[src/rtl/cfg_reg_arbiter_if.sv]
`default_nettype none
// ============================================================================
//  Module   : cfg_reg_arbiter_if
//  Brief    : Write-request bundle shared by the two config-register
//             requesters (SPI decoder on port 0, sequencer on port 1) and
//             the arbiter that completes their writes.
//  Revision : 1.0  initial release
// ============================================================================
interface cfg_reg_arbiter_if;
    logic       p0_valid;
    logic [6:0] p0_addr;
    logic [7:0] p0_data;
    logic       p0_ack;
    logic       p1_valid;
    logic [6:0] p1_addr;
    logic [7:0] p1_data;
    logic       p1_ack;
    logic       err;

    // Requester side: drives requests, observes completion.
    modport master (
        output p0_valid, p0_addr, p0_data,
        output p1_valid, p1_addr, p1_data,
        input  p0_ack, p1_ack, err
    );

    // Arbiter side: observes requests, drives completion.
    modport slave (
        input  p0_valid, p0_addr, p0_data,
        input  p1_valid, p1_addr, p1_data,
        output p0_ack, p1_ack, err
    );
endinterface
`default_nettype wire

[src/rtl/cfg_reg_arbiter.sv]
`default_nettype none
// ============================================================================
//  Module   : cfg_reg_arbiter
//  Brief    : Two-port config-register write arbiter. A request is captured
//             in IDLE, committed in WRITE and acknowledged for one cycle in
//             ACK. Round-robin or fixed-priority arbitration between ports.
//  Revision : 1.0  initial release
// ============================================================================
module cfg_reg_arbiter #(
    parameter int RR_EN    = 1,
    parameter int NUM_REGS = 5
) (
    input  logic             clk,
    input  logic             rst_n,
    cfg_reg_arbiter_if.slave bus,
    output logic [7:0]       en_reg_out_7_0,
    output logic [7:0]       en_reg_out_15_8,
    output logic [7:0]       en_reg_pwm_7_0,
    output logic [7:0]       en_reg_pwm_15_8,
    output logic [7:0]       pwm_duty_cycle,
    output logic             wr_strobe,
    output logic [6:0]       wr_addr
);

    localparam logic [1:0] c_st_idle  = 2'd0;
    localparam logic [1:0] c_st_write = 2'd1;
    localparam logic [1:0] c_st_ack   = 2'd2;

    // One extra bit so that NUM_REGS = 128 still compares correctly.
    localparam logic [7:0] c_num_regs = 8'(NUM_REGS);
    localparam logic       c_rr_en    = (RR_EN != 0);

    logic [1:0] r_state;
    logic [1:0] w_state_nxt;
    logic       r_last_p1;   // 1 = port 1 was granted most recently
    logic       r_gnt_p1;    // grant owner of the transaction in flight
    logic [6:0] r_addr;
    logic [7:0] r_data;
    logic [7:0] r_regs [NUM_REGS];
    logic [7:0] w_reg_view [5];

    logic w_any_valid;
    logic w_pick_p1;
    logic w_addr_ok;

    assign w_any_valid = bus.p0_valid | bus.p1_valid;
    // Port 1 wins when alone, or on a tie when round-robin says port 0 had the last turn.
    assign w_pick_p1   = bus.p1_valid & (~bus.p0_valid | (c_rr_en & ~r_last_p1));
    // Full 7-bit compare: high address bits never alias onto a real register.
    assign w_addr_ok   = ({1'b0, r_addr} < c_num_regs);

    // State register.
    always_ff @(posedge clk or negedge rst_n) begin
        if (!rst_n) begin
            r_state <= c_st_idle;
        end else begin
            r_state <= w_state_nxt;
        end
    end

    // Next-state: capture, commit, one ack cycle in which requests are ignored.
    always_comb begin
        w_state_nxt = r_state;
        case (r_state)
            c_st_idle:  if (w_any_valid) w_state_nxt = c_st_write;
            c_st_write: w_state_nxt = c_st_ack;
            c_st_ack:   w_state_nxt = c_st_idle;
            default:    w_state_nxt = c_st_idle;
        endcase
    end

    // Request capture, register commit and registered completion pulses.
    always_ff @(posedge clk or negedge rst_n) begin
        if (!rst_n) begin
            r_last_p1  <= 1'b1;
            r_gnt_p1   <= 1'b0;
            r_addr     <= 7'd0;
            r_data     <= 8'd0;
            bus.p0_ack <= 1'b0;
            bus.p1_ack <= 1'b0;
            bus.err    <= 1'b0;
            wr_strobe  <= 1'b0;
            wr_addr    <= 7'd0;
            for (int i = 0; i < NUM_REGS; i++) begin
                r_regs[i] <= 8'h00;
            end
        end else begin
            bus.p0_ack <= 1'b0;
            bus.p1_ack <= 1'b0;
            bus.err    <= 1'b0;
            wr_strobe  <= 1'b0;
            case (r_state)
                c_st_idle: begin
                    if (w_any_valid) begin
                        r_gnt_p1  <= w_pick_p1;
                        r_last_p1 <= w_pick_p1;
                        r_addr    <= w_pick_p1 ? bus.p1_addr : bus.p0_addr;
                        r_data    <= w_pick_p1 ? bus.p1_data : bus.p0_data;
                    end
                end
                c_st_write: begin
                    bus.p0_ack <= ~r_gnt_p1;
                    bus.p1_ack <= r_gnt_p1;
                    bus.err    <= ~w_addr_ok;
                    wr_strobe  <= w_addr_ok;
                    wr_addr    <= r_addr;
                    for (int i = 0; i < NUM_REGS; i++) begin
                        if (w_addr_ok && (r_addr == 7'(i))) begin
                            r_regs[i] <= r_data;
                        end
                    end
                end
                default: ;
            endcase
        end
    end

    // Map the first five register slots onto the named outputs; absent slots read zero.
    for (genvar gi = 0; gi < 5; gi++) begin : g_view
        if (gi < NUM_REGS) begin : g_impl
            assign w_reg_view[gi] = r_regs[gi];
        end else begin : g_none
            assign w_reg_view[gi] = 8'h00;
        end
    end

    assign en_reg_out_7_0  = w_reg_view[0];
    assign en_reg_out_15_8 = w_reg_view[1];
    assign en_reg_pwm_7_0  = w_reg_view[2];
    assign en_reg_pwm_15_8 = w_reg_view[3];
    assign pwm_duty_cycle  = w_reg_view[4];

endmodule
`default_nettype wire

[src/flat_wrapper.sv]
// flat-port wrapper written by rule: the top's interface ports become plain ports
module cfg_reg_arbiter_flat 
#(
    parameter int RR_EN    = 1,
    parameter int NUM_REGS = 5
)
  (clk, rst_n, en_reg_out_7_0, en_reg_out_15_8, en_reg_pwm_7_0, en_reg_pwm_15_8, pwm_duty_cycle, wr_strobe, wr_addr, bus_p0_valid, bus_p0_addr, bus_p0_data, bus_p1_valid, bus_p1_addr, bus_p1_data, bus_p0_ack, bus_p1_ack, bus_err);
  cfg_reg_arbiter_if bus_i ();
  input  logic clk;
  input  logic rst_n;
  output logic [7:0] en_reg_out_7_0;
  output logic [7:0] en_reg_out_15_8;
  output logic [7:0] en_reg_pwm_7_0;
  output logic [7:0] en_reg_pwm_15_8;
  output logic [7:0] pwm_duty_cycle;
  output logic wr_strobe;
  output logic [6:0] wr_addr;
  input wire logic [$bits(bus_i.p0_valid)-1:0] bus_p0_valid;
  input wire logic [$bits(bus_i.p0_addr)-1:0] bus_p0_addr;
  input wire logic [$bits(bus_i.p0_data)-1:0] bus_p0_data;
  input wire logic [$bits(bus_i.p1_valid)-1:0] bus_p1_valid;
  input wire logic [$bits(bus_i.p1_addr)-1:0] bus_p1_addr;
  input wire logic [$bits(bus_i.p1_data)-1:0] bus_p1_data;
  output wire logic [$bits(bus_i.p0_ack)-1:0] bus_p0_ack;
  output wire logic [$bits(bus_i.p1_ack)-1:0] bus_p1_ack;
  output wire logic [$bits(bus_i.err)-1:0] bus_err;
  assign bus_i.p0_valid = bus_p0_valid;
  assign bus_i.p0_addr = bus_p0_addr;
  assign bus_i.p0_data = bus_p0_data;
  assign bus_i.p1_valid = bus_p1_valid;
  assign bus_i.p1_addr = bus_p1_addr;
  assign bus_i.p1_data = bus_p1_data;
  assign bus_p0_ack = bus_i.p0_ack;
  assign bus_p1_ack = bus_i.p1_ack;
  assign bus_err = bus_i.err;
  cfg_reg_arbiter #(.RR_EN(RR_EN), .NUM_REGS(NUM_REGS)) u_core (.clk(clk), .rst_n(rst_n), .bus(bus_i), .en_reg_out_7_0(en_reg_out_7_0), .en_reg_out_15_8(en_reg_out_15_8), .en_reg_pwm_7_0(en_reg_pwm_7_0), .en_reg_pwm_15_8(en_reg_pwm_15_8), .pwm_duty_cycle(pwm_duty_cycle), .wr_strobe(wr_strobe), .wr_addr(wr_addr));
endmodule
[config.mk]
export PLATFORM = sky130hd
export DESIGN_NAME = cfg_reg_arbiter_flat
export DESIGN_NICKNAME = d
export VERILOG_FILES = /design/src/rtl/cfg_reg_arbiter_if.sv /design/src/rtl/cfg_reg_arbiter.sv /design/src/flat_wrapper.sv
export SDC_FILE = /design/constraint.sdc
export NUM_CORES = 1
export LEC_CHECK = 0
export ABC_AREA = 1
export CAP_MARGIN = 0
export CORE_AREA = 2 2 86 88
export DETAILED_ROUTE_END_ITERATION = 7
export DIE_AREA = 0 0 88 90
export DONT_BUFFER_PORTS = 1
export GPL_ROUTABILITY_DRIVEN = 1
export PLACE_DENSITY_LB_ADDON = 0.1
export SETUP_SLACK_MARGIN = 0.05
export SLEW_MARGIN = 15
export SYNTH_ARGS = -nofsm -noshare
export SYNTH_HDL_FRONTEND = slang
export SYNTH_SLANG_ARGS = --single-unit
export TNS_END_PERCENT = 5
[constraint.sdc]
create_clock -name clk -period 2 [get_ports clk]
set_clock_uncertainty 0.15 [all_clocks]
set_input_delay 0.3 -clock clk [delete_from_list [all_inputs] [get_ports clk]]
set_output_delay 0.3 -clock clk [all_outputs]
set_load 0.005 [all_outputs]
==> flow_metrics.env <==
export IMPL_met3_length_um=436
export IMPL_crit_arrival_ns=1.75
export IMPL_hp_class="input port to async pin"
export IMPL_yosysSeqAreaShare_pct=57.2
export IMPL_synth_most_common_cell="nand2_1"
export IMPL_antenna_cells=0
export IMPL_final_antenna_net_count=0
export IMPL_drt_first_pass_iters=4
export IMPL_clk_path_buf_depth=2
export IMPL_rows=31
export IMPL_worstRegToRegCells=7
export IMPL_peakVddDrop_mv=0.511
export IMPL_clk_pin_slew_worst_paths_ns=0.07
export IMPL_crit_type="flop to flop"
export IMPL_synth_area_top_cells="dfrtp_1 (56%), nand2_1 (23%), nand3_1 (6.9%)"
export IMPL_io_buffers=0
export IMPL_cp_num_buf_inv=3
export IMPL_tightest_slew_ns=0.381
export IMPL_drcViolationCount=0
export IMPL_die_h_um=90
export IMPL_crit_fanout=19
export IMPL_p_total_mw=5.26
export IMPL_worstSetupEndpointType="flop"
export IMPL_crit_top_cell="inv_2"
export IMPL_numClockSinks=70
export IMPL_dp_cells=461
export IMPL_place_area_sq_um=3150
export IMPL_worstPathCellList="inv_2 > nand2_4 > inv_2 > nand2_2 > inv_2 > nand3_1 > nand2_1"
export IMPL_wl_per_cell_um=15.4
export IMPL_whs_ns=-0.502
export IMPL_drive_gt1_share_pct=10.8
export IMPL_grt_first_pass_wirelength_um=11900
export IMPL_post_cts_buffers=0
export IMPL_netlist_area_sq_um=3070
export IMPL_setup_viol=0
export IMPL_via_per_inst=4.90
export IMPL_yosysWarnings=0
export IMPL_grt_max_degree=71
export IMPL_drtIter0Drc=173
export IMPL_ys_types=20
export IMPL_clock_root_buffer="clkbuf_8"
export IMPL_wl_met2_um=3200
export IMPL_die_w_um=88
export IMPL_gp_congestion=0.832
export IMPL_setup_tns_ns=0
export IMPL_clk_latency_ns=0.34
export IMPL_grt_pass1_vias=2248
export IMPL_synth_edff_count=0
export IMPL_cpLargestDelayFamily="simple AND/OR/NAND/NOR gates"
export IMPL_fmax_ghz=0.617
export IMPL_netlist_instances=367
export IMPL_start_util_pct=43.7
export IMPL_grt_overflow=0
export IMPL_period_minus_slack_ns=1.62
export IMPL_htreeDepth=3
export IMPL_area_growth_pct=8.69
export IMPL_fin_area_sq_um=3330
export IMPL_ys_ff_latch=70
export IMPL_failed_checks="hold timing"
export IMPL_cts_buffers=9
export IMPL_drt_total_wl_um=7360
export IMPL_critPathMaxStageDelay_ns=0.42
export IMPL_crit_path_start_kind="flop"
export IMPL_slowest_stage="dfrtp_1"
export IMPL_async_reset_ff_share_pct=100
export IMPL_required_ns=2.13
export IMPL_synth_avg_cell_area_sq_um=8.36
export IMPL_vias=2348
export IMPL_antenna_found_initial=0
export IMPL_cp_depth=7
export IMPL_synth_commonest_cells="nand2_1 (187), dfrtp_1 (69), nand3_1 (42), nor2_1 (14), inv_2 (9)"
export IMPL_relSlewSlack_pct=74.6
export IMPL_tritoncts="built"
export IMPL_syn_num_nets=401
export IMPL_io_pins=85
export IMPL_hold_buffers=2
export IMPL_powerDensity_nw_per_um2=1580
export IMPL_place_hpwl_um=4960
export IMPL_final_nets=409
export IMPL_max_cap_violations=0
export IMPL_synth_top_cell_area_share_pct=56.3
export IMPL_yosys_area_top_type="dfrtp_1"
export IMPL_core_sq_um=7020
export IMPL_rsz0062_at_grt="false"
export IMPL_post_route_period_util_pct=81.0
export IMPL_post_cts_resized=0
export IMPL_dieArea_sq_um=7920
export IMPL_hold_violations=70
export IMPL_maxUsedRoutingLayer="met4"
export IMPL_ys_flop_type="dfrtp_1"
export IMPL_track_usage_pct=20.2
export IMPL_status="finished with violations"
export IMPL_p_leak_nw=1.81
export IMPL_drv_slew=0
export IMPL_wl_met1_um=3510
export IMPL_layout_cells_non_filler=479
-- final timing paths --
kind                                        start                       end  slack [ns]
worst max-delay path            u_core.r_state[1]  u_core.pwm_duty_cycle[5]        0.38
worst min-delay path                        rst_n            u_core.bus.err       -0.50
worst max register to register  u_core.r_state[1]  u_core.pwm_duty_cycle[5]        0.38
worst min register to register    u_core.r_gnt_p1         u_core.bus.p0_ack        0.28
max in group asynchronous                   rst_n          u_core.r_last_p1        1.98
min in group clk                   bus_p1_data[5]          u_core.r_data[5]        0.01
-- cell families after synthesis --
| logic type | after synthesis | share of synthesized area (%) |
|---|---|---|
| and+or+nand+nor | 255 | 35.6 |
| AOI/OAI and AO/OA | 16 | 2.61 |
| DFF | 70 | 57.2 |
| buffers and inverters | 26 | 4.61 |
-- layer usage --
| layer | track usage (%) | vias to the layer above |
|---|---|---|
| met4 | 10.1 | 0 |
| met5 | 0 | - |
| li1 | - | 1176 |
| met3 | 4.59 | 16 |
| met1 | 30.2 | 1077 |
| met2 | 27.3 | 79 |
-- power breakdown --
part           switching [mW]  internal, mW  leakage [nW]
Combinational           0.993         0.469         0.807
Clock                   0.506         0.478        0.0861
Sequential              0.736          2.08         0.920
-- sequential cells by signal (all words and copies together), names as in the netlist --
signal	flops
u_core.en_reg_out_15_8	8
u_core.en_reg_out_7_0	8
u_core.en_reg_pwm_15_8	8
u_core.en_reg_pwm_7_0	8
u_core.pwm_duty_cycle	8
u_core.r_data	8
u_core.r_addr	7
u_core.wr_addr	7
u_core.r_state	2
u_core.bus.err	1
u_core.bus.p0_ack	1
u_core.bus.p1_ack	1
u_core.r_gnt_p1	1
u_core.r_last_p1	1
u_core.wr_strobe	1
-- per-stage QoR --
step                      worst slack (ns)  hold slack, ns  util, %
after global routing                 0.225          -0.520     47.5
final                                0.379          -0.502     47.5
after global placement               0.420          -0.144     44.8
after detailed placement             0.392          -0.143     44.8
after floorplan                      0.613          -0.146        -
after CTS                            0.380          -0.514     47.5
-- cells in the final DEF, fill, tap and decap left out, drive strengths merged, types with 2 or more instances in the layout --
cell         netlist  routed
o21ai             15      15
clkinv             0       3
dfrtp             69      69
buf                8       4
nor2              19      19
clkbuf             1      12
nand3             46      46
nand2            189     189
dlygate4sd3        0       2
inv               17      17
-- worst register-to-register path: stages (launching register included) --
cell and delay, ns:
dfrtp_1 0.42, inv_2 0.09, nand2_4 0.12, inv_2 0.23
nand2_2 0.20, inv_2 0.18, nand3_1 0.09, nand2_1 0.08
-- final cells by class --
class                           count  area [sq um]
Fill cell                         736          3690
Sequential cell                    70          1750
Multi-Input combinational cell    271          1170
Clock buffer                       12           145
Tap cell                           99           124
Inverter                           17          66.3
Timing Repair Buffer                6          50.0
Clock inverter                      4          22.5
Note: power is estimated with default switching activity, not from simulation.
